--- src/rtl/operand_bypass_net.sv ---
// Operand forwarding network for EXE: resolves sources against prioritised producer stages,
// holds resolved operands in capture registers while the stage stalls, and counts bypass stalls.
module operand_bypass_net #(
   parameter int XLEN     = 64,
   parameter int NUM_SRC  = 3,
   parameter int NUM_PROD = 2,
   parameter int RA_W     = 5,
   parameter int ZERO_REG = 1,
   parameter int CNT_W    = 32
) (
   input  logic                     clk,
   input  logic                     rst_n,
   input  logic                     cons_ready,
   input  logic                     cons_flush,
   input  logic [NUM_SRC-1:0]       src_en,
   input  logic [NUM_SRC*RA_W-1:0]  src_addr,
   input  logic [NUM_SRC*XLEN-1:0]  src_rf,
   input  logic [NUM_PROD-1:0]      prod_en,
   input  logic [NUM_PROD*RA_W-1:0] prod_addr,
   input  logic [NUM_PROD*XLEN-1:0] prod_data,
   input  logic [NUM_PROD-1:0]      prod_pend,
   output logic                     out_valid,
   output logic [NUM_SRC*XLEN-1:0]  out_data,
   output logic [NUM_SRC-1:0]       out_src_ok,
   output logic [CNT_W-1:0]         stall_cnt
);

   logic [XLEN-1:0]    live_val [NUM_SRC];
   logic [NUM_SRC-1:0] live_ok;
   logic [NUM_SRC-1:0] hit_any;
   logic [NUM_SRC-1:0] zero_src;
   logic [NUM_SRC-1:0] cap_flag;
   logic [XLEN-1:0]    cap_data [NUM_SRC];
   logic               stall_inc;

   function automatic logic [CNT_W-1:0] sat_inc(input logic [CNT_W-1:0] v);
      return (&v) ? v : v + {{(CNT_W-1){1'b0}}, 1'b1};
   endfunction

   // Youngest matching producer wins; a pending youngest hit blocks the source outright.
   always_comb begin
      for (int i = 0; i < NUM_SRC; i++) begin
         zero_src[i] = (ZERO_REG != 0) && (src_addr[i*RA_W +: RA_W] == '0);
         hit_any[i]  = 1'b0;
         live_ok[i]  = 1'b1;
         live_val[i] = src_rf[i*XLEN +: XLEN];
         for (int j = 0; j < NUM_PROD; j++) begin
            if (!hit_any[i] && src_en[i] && prod_en[j] && !zero_src[i] &&
                (prod_addr[j*RA_W +: RA_W] == src_addr[i*RA_W +: RA_W])) begin
               hit_any[i]  = 1'b1;
               live_val[i] = prod_data[j*XLEN +: XLEN];
               live_ok[i]  = !prod_pend[j];
            end
         end
         if (zero_src[i]) begin
            live_val[i] = '0;
         end
      end
   end

   always_comb begin
      out_data   = '0;
      out_src_ok = '0;
      for (int i = 0; i < NUM_SRC; i++) begin
         out_src_ok[i]              = !src_en[i] || cap_flag[i] || live_ok[i];
         out_data[i*XLEN +: XLEN]   = cap_flag[i] ? cap_data[i] : live_val[i];
      end
      out_valid = &out_src_ok;
   end

   assign stall_inc = (|src_en) && !out_valid && !cons_flush;

   // Capture stage: first resolved value is frozen until the instruction leaves EXE.
   always_ff @(posedge clk or negedge rst_n) begin
      if (!rst_n) begin
         cap_flag <= '0;
         for (int i = 0; i < NUM_SRC; i++) begin
            cap_data[i] <= '0;
         end
      end else if (cons_ready || cons_flush) begin
         cap_flag <= '0;
         for (int i = 0; i < NUM_SRC; i++) begin
            cap_data[i] <= '0;
         end
      end else begin
         for (int i = 0; i < NUM_SRC; i++) begin
            if (!cap_flag[i] && live_ok[i]) begin
               cap_flag[i] <= 1'b1;
               cap_data[i] <= live_val[i];
            end
         end
      end
   end

   always_ff @(posedge clk or negedge rst_n) begin
      if (!rst_n) begin
         stall_cnt <= '0;
      end else if (stall_inc) begin
         stall_cnt <= sat_inc(stall_cnt);
      end
   end

endmodule

--- config.mk ---
export PLATFORM = sky130hd
export DESIGN_NAME = operand_bypass_net
export DESIGN_NICKNAME = d
export VERILOG_FILES = /design/src/rtl/operand_bypass_net.sv
export SDC_FILE = /design/constraint.sdc
export NUM_CORES = 1
export LEC_CHECK = 0
export BUFFER_PORTS_ARGS = -buffer_cell sky130_fd_sc_hd__buf_2
export CORE_ASPECT_RATIO = 1.2
export CORE_MARGIN = 4
export CORE_UTILIZATION = 30
export CTS_BUF_LIST = sky130_fd_sc_hd__clkbuf_2
export CTS_CLUSTER_DIAMETER = 120
export DETAILED_ROUTE_END_ITERATION = 6
export GPL_TIMING_DRIVEN = 0
export PLACE_DENSITY = 0.5
export SKIP_CTS_REPAIR_TIMING = 1
export SYNTH_ARGS = -nofsm -noshare
export SYNTH_HDL_FRONTEND = slang
export SYNTH_SLANG_ARGS = --single-unit
--- constraint.sdc ---
create_clock -name clk -period 3.5 [get_ports clk]
set_clock_uncertainty 0.15 [all_clocks]
set_input_delay 0.175 -clock clk [delete_from_list [all_inputs] [get_ports clk]]
set_output_delay 0.175 -clock clk [all_outputs]
set_load 0.03 [all_outputs]
==> results of run 1 <==
==> metal layers <==
metal  wire length [um]  share of wire [%]  up-vias
met1              33400                 39     9589
met4               3420                4.0       14
met5                 89               0.10        -
li1                   -                  -     9117
met2              43000                 50      882
met3               5990                7.0      233
==> flip-flops by register name, indices dropped and copies added (netlist names) <==
name	cells
cap_data	192
cap_flag	3
stall_cnt	32
==> worst max-delay path by stage <==
| stage | from | to | slack (ns) | cells past startpoint |
|---|---|---|---|---|
| after global routing | prod_addr[7] | out_data[119] | -0.03 | 10 |
| after global placement | rst_n | cap_data[33] | -2.32 | 1 |
| after floorplan | prod_addr[8] | out_data[100] | 0.67 | 8 |
| final | src_addr[6] | out_data[121] | 0.04 | 10 |
| after detailed placement | src_addr[0] | out_data[59] | -0.29 | 10 |
| after CTS | cap_flag[2] | out_data[186] | -0.84 | 6 |
==> per-stage QoR <==
| step | setup WS (ns) | utilization [%] | instance area [sq um] | instances |
|---|---|---|---|---|
| 2_1_floorplan | 0.668 | - | 15400 | 1928 |
| 3_3_place_gp | -2.32 | 37.8 | 19100 | 3155 |
| 3_5_place_dp | -0.293 | 38.0 | 19200 | 3158 |
| 4_1_cts | -0.844 | 39.2 | 19800 | 3280 |
| 5_1_grt | -0.0282 | 48.8 | 24600 | 3764 |
| 6_report | 0.0425 | 48.8 | 24600 | 3768 |
==> cell usage in the layout, fill, tap and decap left out, types with 4 or more instances in the layout <==
cell type	n
nor2_2	6
nor2_1	141
dfrtp_1	225
o211ai_1	64
and3_1	11
clkbuf_2	115
clkbuf_1	96
buf_4	6
and4_1	6
clkinv_1	11
nand4_1	20
nand2_1	464
nor3_1	7
buf_2	618
buf_1	9
diode_2	10
o21ai_1	55
nand3_2	5
o21ai_0	329
nand3_1	10
xnor2_1	43
dlygate4sd3_1	481
mux2i_1	194
nor4_1	4
inv_2	5
xor2_1	18
a211o_1	129
==> cells by family after synthesis <==
group / share of synthesized area [%]
XOR/XNOR: 3.48
adder cells (fa/ha/maj): 0.0814
buffers and inverters: 4.69
flip-flops: 37.0
multiplexers: 12.7
AND/OR/NAND/NOR: 18.6
AO/OA/AOI/OAI: 23.4
==> power breakdown <==
part | switching, mW | internal (mW) | total [mW]
registers | 0.0696 | 2.72 | 2.79
clock network | 1.32 | 0.796 | 2.12
logic | 1.37 | 0.963 | 2.34
total | 2.77 | 4.48 | 7.25
==> final cells by class <==
| class | count | area, sq um |
|---|---|---|
| Inverter | 4 | 15.0 |
| Multi-Input combinational cell | 1532 | 8960 |
| Antenna cell | 10 | 25.0 |
| Tap cell | 644 | 806 |
| Clock inverter | 16 | 65.1 |
| Fill cell | 5046 | 25800 |
| Sequential cell | 227 | 5680 |
| Clock buffer | 106 | 531 |
| Timing Repair Buffer | 1068 | 7840 |
| Buffer | 161 | 709 |
==> worst max-delay path, stage by stage <==
cell	delay (ns)
buf_2	0.12
or4_1	0.53
nor2_2	0.15
nand4b_2	0.18
buf_2	0.46
clkbuf_1	0.46
nor2_1	0.08
a211o_1	0.30
o21ai_0	0.38
buf_2	0.28
==> metrics.md, run 1 <==
| Metric | Value |
|---|---|
| Status | `completed` |
| Root buf cell | `clkbuf_2` |
| Area share of the largest cell type after synthesis | `37.0%` |
| Reg-to-reg endpoint | `stall_cnt[24]` |
| Die width | `215 um` |
| Sequential area share after synthesis | `37.0%` |
| H-tree level count | `3` |
| Clock Latency Late Sink | `0.99 ns` |
| Relative slew slack | `15.7%` |
| Synth async-reset ratio | `100%` |
| Worst r2r path cells | `8` |
| Worst hold stages | `5` |
| CP Data Required Time | `3.17 ns` |
| CTS tree | `yes` |
| DRC Markers | `0` |
| Num rows | `90` |
| Area growth, synth to finish | `60.4%` |
| Final max-slew violation count | `0` |
| Final #Nets | `3,419` |
| WL per Instance | `22.8 um` |
| Hold EP | `cap_data[2]` |
| Met1 GRT Util | `32.2%` |
| Maximum VDD drop | `182 uV` |
| Core ar. | `50,400 sq um` |
| Final hold vios | `0` |
| Fin crit share | `98.8%` |
| All-Layer GR Usage | `27.8%` |
| TritonCTS Sinks | `227` |
| Startpoint types | `input port` |
| DRT Wirelength | `85.9 mm` |
| Crit Path Max Fanout | `10` |
| Buffer depth of the longest clock path | `3` |
| Mapped Cells | `1,928` |
| Hold_sp | `src_addr[10]` |
| IO buf count | `583` |
| Die Y | `256 um` |
| Post-synth top cells | `nand2_1, o21ai_0, dfrtp_1` |
| Ys Warns | `0` |
| Initial Utilization | `30.4%` |
| Ys flop type | `dfrtp_1` |
| Worst Max-Slew Pin Slew | `1.26 ns` |
| Worst EP arrival | `3.13 ns` |
| Pwr Density | `294 nW/um^2` |
| Min-Delay Path Class | `in2reg` |
| Worst reg2reg setup slack | `0.27 ns` |
| Cell with the most instances after synthesis | `nand2_1` |
| Vias | `19,800` |
| Initial antenna violation count | `17` |
| Via-to-Cell Ratio | `5.26` |
| Overflow after GRT | `0` |
| CP endpoint kind | `output pin` |
| Global-route wire length before repair | `116 mm` |
| Synth unique cells | `46` |
| # setup viols final | `0` |
| Leak | `12.1 nW` |
| DRT iter0 DRCs | `1,408` |
| 1st-pass router iterations | `5` |
| Top cells by area, synth | `dfrtp_1, mux2i_1, nand2_1` |
| Mean Syn Cell Area | `7.97 sq um` |
| I/O Pins | `584` |
| Sum of negative setup slack | `0 ns` |
| GRT met3 Usage | `7.34%` |
| Routed Antenna Nets | `0` |
| Critical R2R Launch | `stall_cnt[12]` |
| MaxCap Viol Count | `0` |
| Synthesis-stage register bit count | `227` |
| Routability congestion estimate | `0.928` |
| Kind of critical path | `in2out` |
| Total power | `7.25 mW` |
| DP HPWL | `63.9 mm` |
| Global route hottest layer | `met2` |
| Syn nets | `2,285` |
| Met2 usage | `49.5%` |
| Final worst path period need | `3.46 ns` |
| Mapped cell area | `15,400 sq um` |
| Number of global-route vias before repair | `17,900` |
| Share of layout cells above drive strength 1 | `25.1%` |
| CTS Buf Count | `68` |
| Fmax | `289 MHz` |
| Hold Slack | `0.00265 ns` |
| Die Area | `54,900 sq um` |
| EDFF count, synth | `0` |
| Clock Pin Slew Worst Setup and Hold Paths | `0.10 ns` |
| Largest net degree at the start of global routing | `93` |
| Biggest area consumer among synthesized cells | `dfrtp_1` |
Power figures use the tool's default switching activity.
==> inputs of run 2 (changes only) <==
- BUFFER_PORTS_ARGS: -buffer_cell sky130_fd_sc_hd__buf_2 -> unset
- DONT_BUFFER_PORTS: unset -> 1
- PLACE_DENSITY: 0.5 -> 0.41
- clock period: 3.5 -> 4.4 ns (I/O delays scaled with it)
==> run 2 against run 1 <==
Net effect:
- the flow now finishes with violations (hold timing)
- clock power shrank 17%
- final area shrank 12%
- global-route usage shrank 0.96 points
- via count shrank 12%
- critical path type unchanged
- largest cell class unchanged
==> metrics.md, run 2 (synthesis gave the netlist of run 1 again) <==
| Metric | Value |
|---|---|
| Crit Path Max Fanout | `11 (was 10)` |
| # setup viols final | `0 (unchanged)` |
| Core ar. | `50,400 sq um (unchanged)` |
| WL per Instance | `26.0 um (was 22.8 um)` |
| Critical Path, Cell by Cell | `xor2_1, nor4_1, and4_1, buf_2, buf_2, mux2i_1, dlygate4sd3_1, nand2_1, o211ai_1, o21ai_0 (was buf_2, or4_1, nor2_2, nand4b_2, buf_2, clkbuf_1, nor2_1, a211o_1, o21ai_0, buf_2)` |
| Final instance area | `21,600 sq um (was 24,600 sq um)` |
| Routed Antenna Nets | `0 (unchanged)` |
| DRT Wirelength | `82.6 mm (was 85.9 mm)` |
| Buffer depth of the longest clock path | `3 (unchanged)` |
| H-tree level count | `3 (unchanged)` |
| Final worst path period need | `4.32 ns` |
| Num rows | `90 (unchanged)` |
| Share of layout cells above drive strength 1 | `7.40% (was 25.1%)` |
| Maximum VDD drop | `132 uV (was 182 uV)` |
| Final max-slew violation count | `0 (unchanged)` |
| Leak | `9.64 nW (was 12.1 nW)` |
| I/O Pins | `584 (unchanged)` |
| Relative slew slack | `2.55% (was 15.7%)` |
| Clock Pin Slew Worst Setup and Hold Paths | `0.09 ns (was 0.10 ns)` |
| Clock Latency Late Sink | `1.04 ns (was 0.99 ns)` |
| CP endpoint kind | `output pin (unchanged)` |
| DP Area | `16,200 sq um (was 19,200 sq um)` |
| Hold Slack | `-1.25 ns (was 0.00265 ns)` |
| Worst EP arrival | `3.95 ns (was 3.13 ns)` |
| Fmax | `232 MHz` |
| Fin crit share | `98.1%` |
| All-Layer GR Usage | `26.8% (was 27.8%)` |
| Area occupied by multi-input gates | `8960 sq um (unchanged)` |
| Final setup margin | `0.0834 ns (was 0.0425 ns)` |
| Pwr Density | `252 nW/um^2 (was 294 nW/um^2)` |
| MaxCap Viol Count | `0 (unchanged)` |
| Die Area | `54,900 sq um (unchanged)` |
| Initial Utilization | `30.4% (unchanged)` |
| CTS Buf Count | `72 (was 68)` |
| Status | `finished with violations (was completed)` |
| Via-to-Cell Ratio | `5.51 (was 5.26)` |
| Startpoint types | `input port (unchanged)` |
| Fillcell total | `5,256 (was 5,046)` |
| Number of global-route vias before repair | `15,200 (was 17,900)` |
| Sequential Area | `5680 sq um (about the same)` |
| Max FFs per register | `192 (unchanged)` |
| Vias | `17,500 (was 19,800)` |
| Largest net degree at the start of global routing | `228 (was 93)` |
| 1st-pass router iterations | `5 (unchanged)` |
| Area growth, synth to finish | `40.5% (was 60.4%)` |
| Initial antenna violation count | `5 (was 17)` |
| Buf/Inv on CP | `3 (was 4)` |
| Critical path's top delay family | `buffers and inverters (unchanged)` |
| TritonCTS Sinks | `227 (unchanged)` |
| Post-placement setup slack | `0.439 ns (was -0.293 ns)` |
| IO buf count | `0 (was 583)` |
| Root buf cell | `clkbuf_2 (unchanged)` |
| Biggest regs | `cap_data (192), stall_cnt (32), cap_flag (3) (unchanged)` |
| Failing checks | `hold timing` |
| Largest Register | `cap_data (unchanged)` |
| Commonest non-fill, non-tap cell in the layout | `dlygate4sd3_1 (was buf_2)` |
| Critical R2R Launch | `cap_flag[0] (was stall_cnt[12])` |
| CP Data Required Time | `4.03 ns (was 3.17 ns)` |
| Most frequent cells in the layout | `dlygate4sd3_1, nand2_1, o21ai_0 (was buf_2, dlygate4sd3_1, nand2_1)` |
| Overflow after GRT | `0 (unchanged)` |
| Worst setup path startpoint | `src_addr[4] (was src_addr[6])` |
| Worst Max-Slew Pin Slew | `1.45 ns (was 1.26 ns)` |
| CTS tree | `yes (unchanged)` |
| Routability congestion estimate | `0.875 (was 0.928)` |
| Kind of critical path | `in2out (unchanged)` |
| Final #Nets | `2,835 (was 3,419)` |
| DP HPWL | `59.6 mm (was 63.9 mm)` |
| Final hold vios | `232 (was 0)` |
| Die width | `215 um (unchanged)` |
| Post-Place Cells | `2,573 (was 3,158)` |
| Slowest stage cell, crit path | `o21ai_0 (was or4_1)` |
| Fin cells | `3,174 (was 3,768)` |
| Die Y | `256 um (unchanged)` |
| Min-Delay Path Class | `in2async (was in2reg)` |
| Global-route wire length before repair | `111 mm (was 116 mm)` |
| CP peak stage delay | `0.98 ns (was 0.53 ns)` |
| DRT iter0 DRCs | `1,188 (was 1,408)` |
| Most common cell on crit path | `buf_2 (unchanged)` |
| DRC Markers | `0 (unchanged)` |
-- run 2: cell count changes in the layout (fill, tap and decap cells not counted), sizes merged, moves of 2 or more --
cell,delta
clkinv,-2
dlygate4sd3,-4
diode,-6
clkbuf,+2
buf,-583
-- run 2: path summary, 6_finish.rpt --
| check | endpoint | slack, ns | cells after the start |
|---|---|---|---|
| min in group clk | stall_cnt[21] | -0.03 | 4 |
| min | cap_data[126] | -1.25 | 0 |
| min reg2reg | cap_data[68] | 0.33 | 2 |
| max | out_data[35] | 0.08 | 10 |
| max reg2reg | cap_data[171] | 0.77 | 7 |
| max in group asynchronous | cap_data[161] | 4.72 | 0 |
-- run 2: cell type report --
type	instances	share of cell area (%)
well taps	644	3.73
plain buffers	163	3.24
flip-flops and latches	227	26.3
multi-input cells	1532	41.5
inverters	4	0.0696
clock inverters	13	0.354
repair buffers	478	22.2
clock buffers	109	2.53
diodes	4	0.0464
-- run 2: power by group --
part           internal, mW  leakage [nW]  switching [mW]
clock network         0.705         0.493            1.06
logic                 0.532          6.05           0.905
registers              2.17          3.09          0.0646
-- run 2: per-stage QoR --
stage	utilization [%]	setup TNS, ns	power (mW)	hold WS [ns]
after floorplan	-	0	3.02	-0.226
after global placement	32.0	0	3.30	-0.214
after detailed placement	32.1	0	3.31	-0.214
after CTS	33.3	-0.982	5.11	-1.38
after global routing	42.8	-0.0162	5.71	-1.33
final	42.8	0	5.43	-1.25
-- run 2: worst reg2reg max path, cell delays in order (launching register included) --
cell and delay [ns]:
dfrtp_1 0.44, clkbuf_1 0.77, a211oi_2 0.14, nor2_2 0.80, clkbuf_1 0.48, nand2_1 0.10, o21ai_1 0.10, dlygate4sd3_1 0.57
-- run 2: per-layer routing --
metal / GRT usage [%] / routed length [um] / vias up
li1: - / - / 7925
met1: 30.9 / 32100 / 8620
met2: 46.7 / 40700 / 767
met3: 10.1 / 7100 / 169
met4: 7.62 / 2710 / 2
met5: 0 / 8 / -
==> inputs of run 3 (changes only) <==
- SETUP_SLACK_MARGIN: unset -> 0.4
==> run 3 against run 2 <==
Net effect:
- the flow still finishes with violations (hold timing)
- final area is 1.3% lower
- clock power hardly changed
- largest cell class unchanged
- critical path type unchanged
- via count down 1.3%
- non-clock buffer count fell by 27
- sequential power about the same
- worst hold slack improved by 0.014 ns
- combinational power hardly changed
- total power hardly changed
- clock-buffer cell count unchanged
- worst setup slack improved by 0.39 ns
==> metrics.md, run 3 (synthesis gave the netlist of run 1 again) <==
| Metric | Value |
|---|---|
| Status | `finished with violations (unchanged)` |
| Failing checks | `hold timing (unchanged)` |
| Die Y | `256 um (unchanged)` |
| RSZ-0062 raised after global routing | `yes` |
| Overflow after GRT | `0 (unchanged)` |
| Initial Utilization | `30.4% (unchanged)` |
| Fin crit share | `89.3% (was 98.1%)` |
| Worst Max-Slew Pin Slew | `1.39 ns (was 1.45 ns)` |
| Buf/Inv on CP | `2 (was 3)` |
| Kind of critical path | `in2out (unchanged)` |
| Final max-slew violation count | `0 (unchanged)` |
| Most frequent cells in the layout | `nand2_1, dlygate4sd3_1, o21ai_0 (was dlygate4sd3_1, nand2_1, o21ai_0)` |
| Leak | `9.54 nW (was 9.64 nW)` |
| Num rows | `90 (unchanged)` |
| Via-to-Cell Ratio | `5.48 (was 5.51)` |
| Slowest stage cell, crit path | `o21ai_0 (unchanged)` |
| DP Area | `16,200 sq um (unchanged)` |
| Combinational share of power | `26.4% (about the same)` |
| Worst EP arrival | `3.56 ns (was 3.95 ns)` |
| Largest net degree at the start of global routing | `228 (unchanged)` |
| DRT Wirelength | `82.5 mm (was 82.6 mm)` |
| Final instance area | `21,300 sq um (was 21,600 sq um)` |
| Root buf cell | `clkbuf_2 (unchanged)` |
| Largest Register | `cap_data (unchanged)` |
| Commonest non-fill, non-tap cell in the layout | `nand2_1 (was dlygate4sd3_1)` |
| Crit Path Max Fanout | `10 (was 11)` |
| Clock share of power | `32.6% (was 32.5%)` |
| All-Layer GR Usage | `26.8% (unchanged)` |
| P_int | `3.40 mW (about the same)` |
| Pwr Density | `255 nW/um^2 (was 252 nW/um^2)` |
| Worst reg2reg setup slack | `0.98 ns (was 0.77 ns)` |
| DRT iter0 DRCs | `1,206 (was 1,188)` |
| Post-layout util | `42.2% (was 42.8%)` |
| Die Area | `54,900 sq um (unchanged)` |
| Number of global-route vias before repair | `15,200 (unchanged)` |
| Clock Pin Slew Worst Setup and Hold Paths | `0.09 ns (about the same)` |
| DRC Markers | `0 (unchanged)` |
| CTS Buf Count | `72 (unchanged)` |
| CP endpoint kind | `output pin (unchanged)` |
| CP Data Required Time | `4.03 ns (about the same)` |
| Relative slew slack | `6.50% (was 2.55%)` |
| Global-route wire length before repair | `111 mm (unchanged)` |
| DP HPWL | `59.6 mm (unchanged)` |
| Vias | `17,300 (was 17,500)` |
| CTS tree | `yes (unchanged)` |
| Switch share | `37.5% (was 37.4%)` |
| MaxCap Viol Count | `0 (unchanged)` |
| Routability congestion estimate | `0.875 (unchanged)` |
| Routed Antenna Nets | `0 (unchanged)` |
| IO buf count | `0 (unchanged)` |
| Maximum VDD drop | `125 uV (was 132 uV)` |
| Share of layout cells above drive strength 1 | `7.76% (was 7.40%)` |
| I/O Pins | `584 (unchanged)` |
| Clock Latency Late Sink | `1.04 ns (about the same)` |
| Switch Pwr | `2.03 mW (about the same)` |
| Area growth, synth to finish | `38.7% (was 40.5%)` |
| Final #Nets | `2,808 (was 2,835)` |
| Sequential power share | `41.0% (was 41.1%)` |
| Final hold vios | `232 (unchanged)` |
| Hold Slack | `-1.24 ns (was -1.25 ns)` |
| CP peak stage delay | `0.94 ns (was 0.98 ns)` |
| 1st-pass router iterations | `5 (unchanged)` |
| Max FFs per register | `192 (unchanged)` |
| Buffer depth of the longest clock path | `3 (unchanged)` |
| Critical path's top delay family | `compound AO/OA/AOI/OAI gates (was buffers and inverters)` |
| TritonCTS Sinks | `227 (unchanged)` |
| Sequential Area | `5680 sq um (unchanged)` |
| Area occupied by multi-input gates | `8960 sq um (unchanged)` |
| # setup viols final | `0 (unchanged)` |
| Die width | `215 um (unchanged)` |
| Final worst path period need | `3.93 ns (was 4.32 ns)` |
| Critical Path, Cell by Cell | `or4_1, o21ai_2, nor3_1, buf_2, mux2i_1, dlygate4sd3_1, a211o_1, o21ai_0 (was xor2_1, nor4_1, and4_1, buf_2, buf_2, mux2i_1, dlygate4sd3_1, nand2_1, o211ai_1, o21ai_0)` |
| H-tree level count | `3 (unchanged)` |
| Min-Delay Path Class | `in2async (unchanged)` |
| Biggest regs | `cap_data (192), stall_cnt (32), cap_flag (3) (unchanged)` |
| Fillcell total | `5,330 (was 5,256)` |
| Core ar. | `50,400 sq um (unchanged)` |
| Startpoint types | `input port (unchanged)` |
| Initial antenna violation count | `3 (was 5)` |
| Fmax | `255 MHz (was 232 MHz)` |
| WL per Instance | `26.2 um (was 26.0 um)` |
[run 3: cell types whose count changed in the layout (fill, tap and decap cells not counted), sizes merged]
cell,previous run,this run
dlygate4sd3,477,448
diode,4,3
clkbuf,216,218
[run 3: per-stage QoR]
stage	power, mW	hold slack, ns	setup WS [ns]	TNS, ns	std cells
6_report	5.43	-1.24	0.471	0	3146
5_1_grt	5.70	-1.32	0.360	0	3144
4_1_cts	5.11	-1.38	-0.0928	-0.982	2695
3_5_place_dp	3.31	-0.214	0.439	0	2573
3_3_place_gp	3.30	-0.214	0.488	0	2572
2_1_floorplan	3.02	-0.226	1.48	0	1928
[run 3: area by class of cell]
class	count	area share (%)
multi-input combinational	1532	42.1
clock inverter	13	0.358
clock buffer	109	2.56
tap	644	3.78
inverter	4	0.0705
buffer	165	3.35
timing repair buffer	449	21.1
antenna	3	0.0352
sequential	227	26.7
[run 3: power groups by stage]
stage | logic, mW | clock network, mW | registers (mW)
6_report | 1.44 | 1.77 | 2.23
5_1_grt | 1.51 | 1.96 | 2.24
4_1_cts | 1.05 | 1.84 | 2.22
3_5_place_dp | 1.04 | 0 | 2.26
3_3_place_gp | 1.04 | 0 | 2.26
2_1_floorplan | 0.765 | 0 | 2.25
[run 3: path summary, 6_finish.rpt]
check | to | startpoint | cells after the start
max | out_data[128] | src_addr[11] | 8
min | cap_data[125] | rst_n | 0
max reg2reg | stall_cnt[27] | stall_cnt[13] | 8
min reg2reg | cap_data[68] | cap_data[68] | 2
max in group asynchronous | cap_data[25] | rst_n | 0
min in group clk | stall_cnt[21] | src_en[1] | 4
[run 3: routing by layer]
layer / GRT usage [%] / part of all wire [%] / vias to the layer above
met5: 0 / 0.0097 / -
li1: - / - / 7875
met1: 30.9 / 38 / 8458
met3: 10.1 / 8.8 / 163
met2: 46.7 / 50 / 752
met4: 7.62 / 2.9 / 2
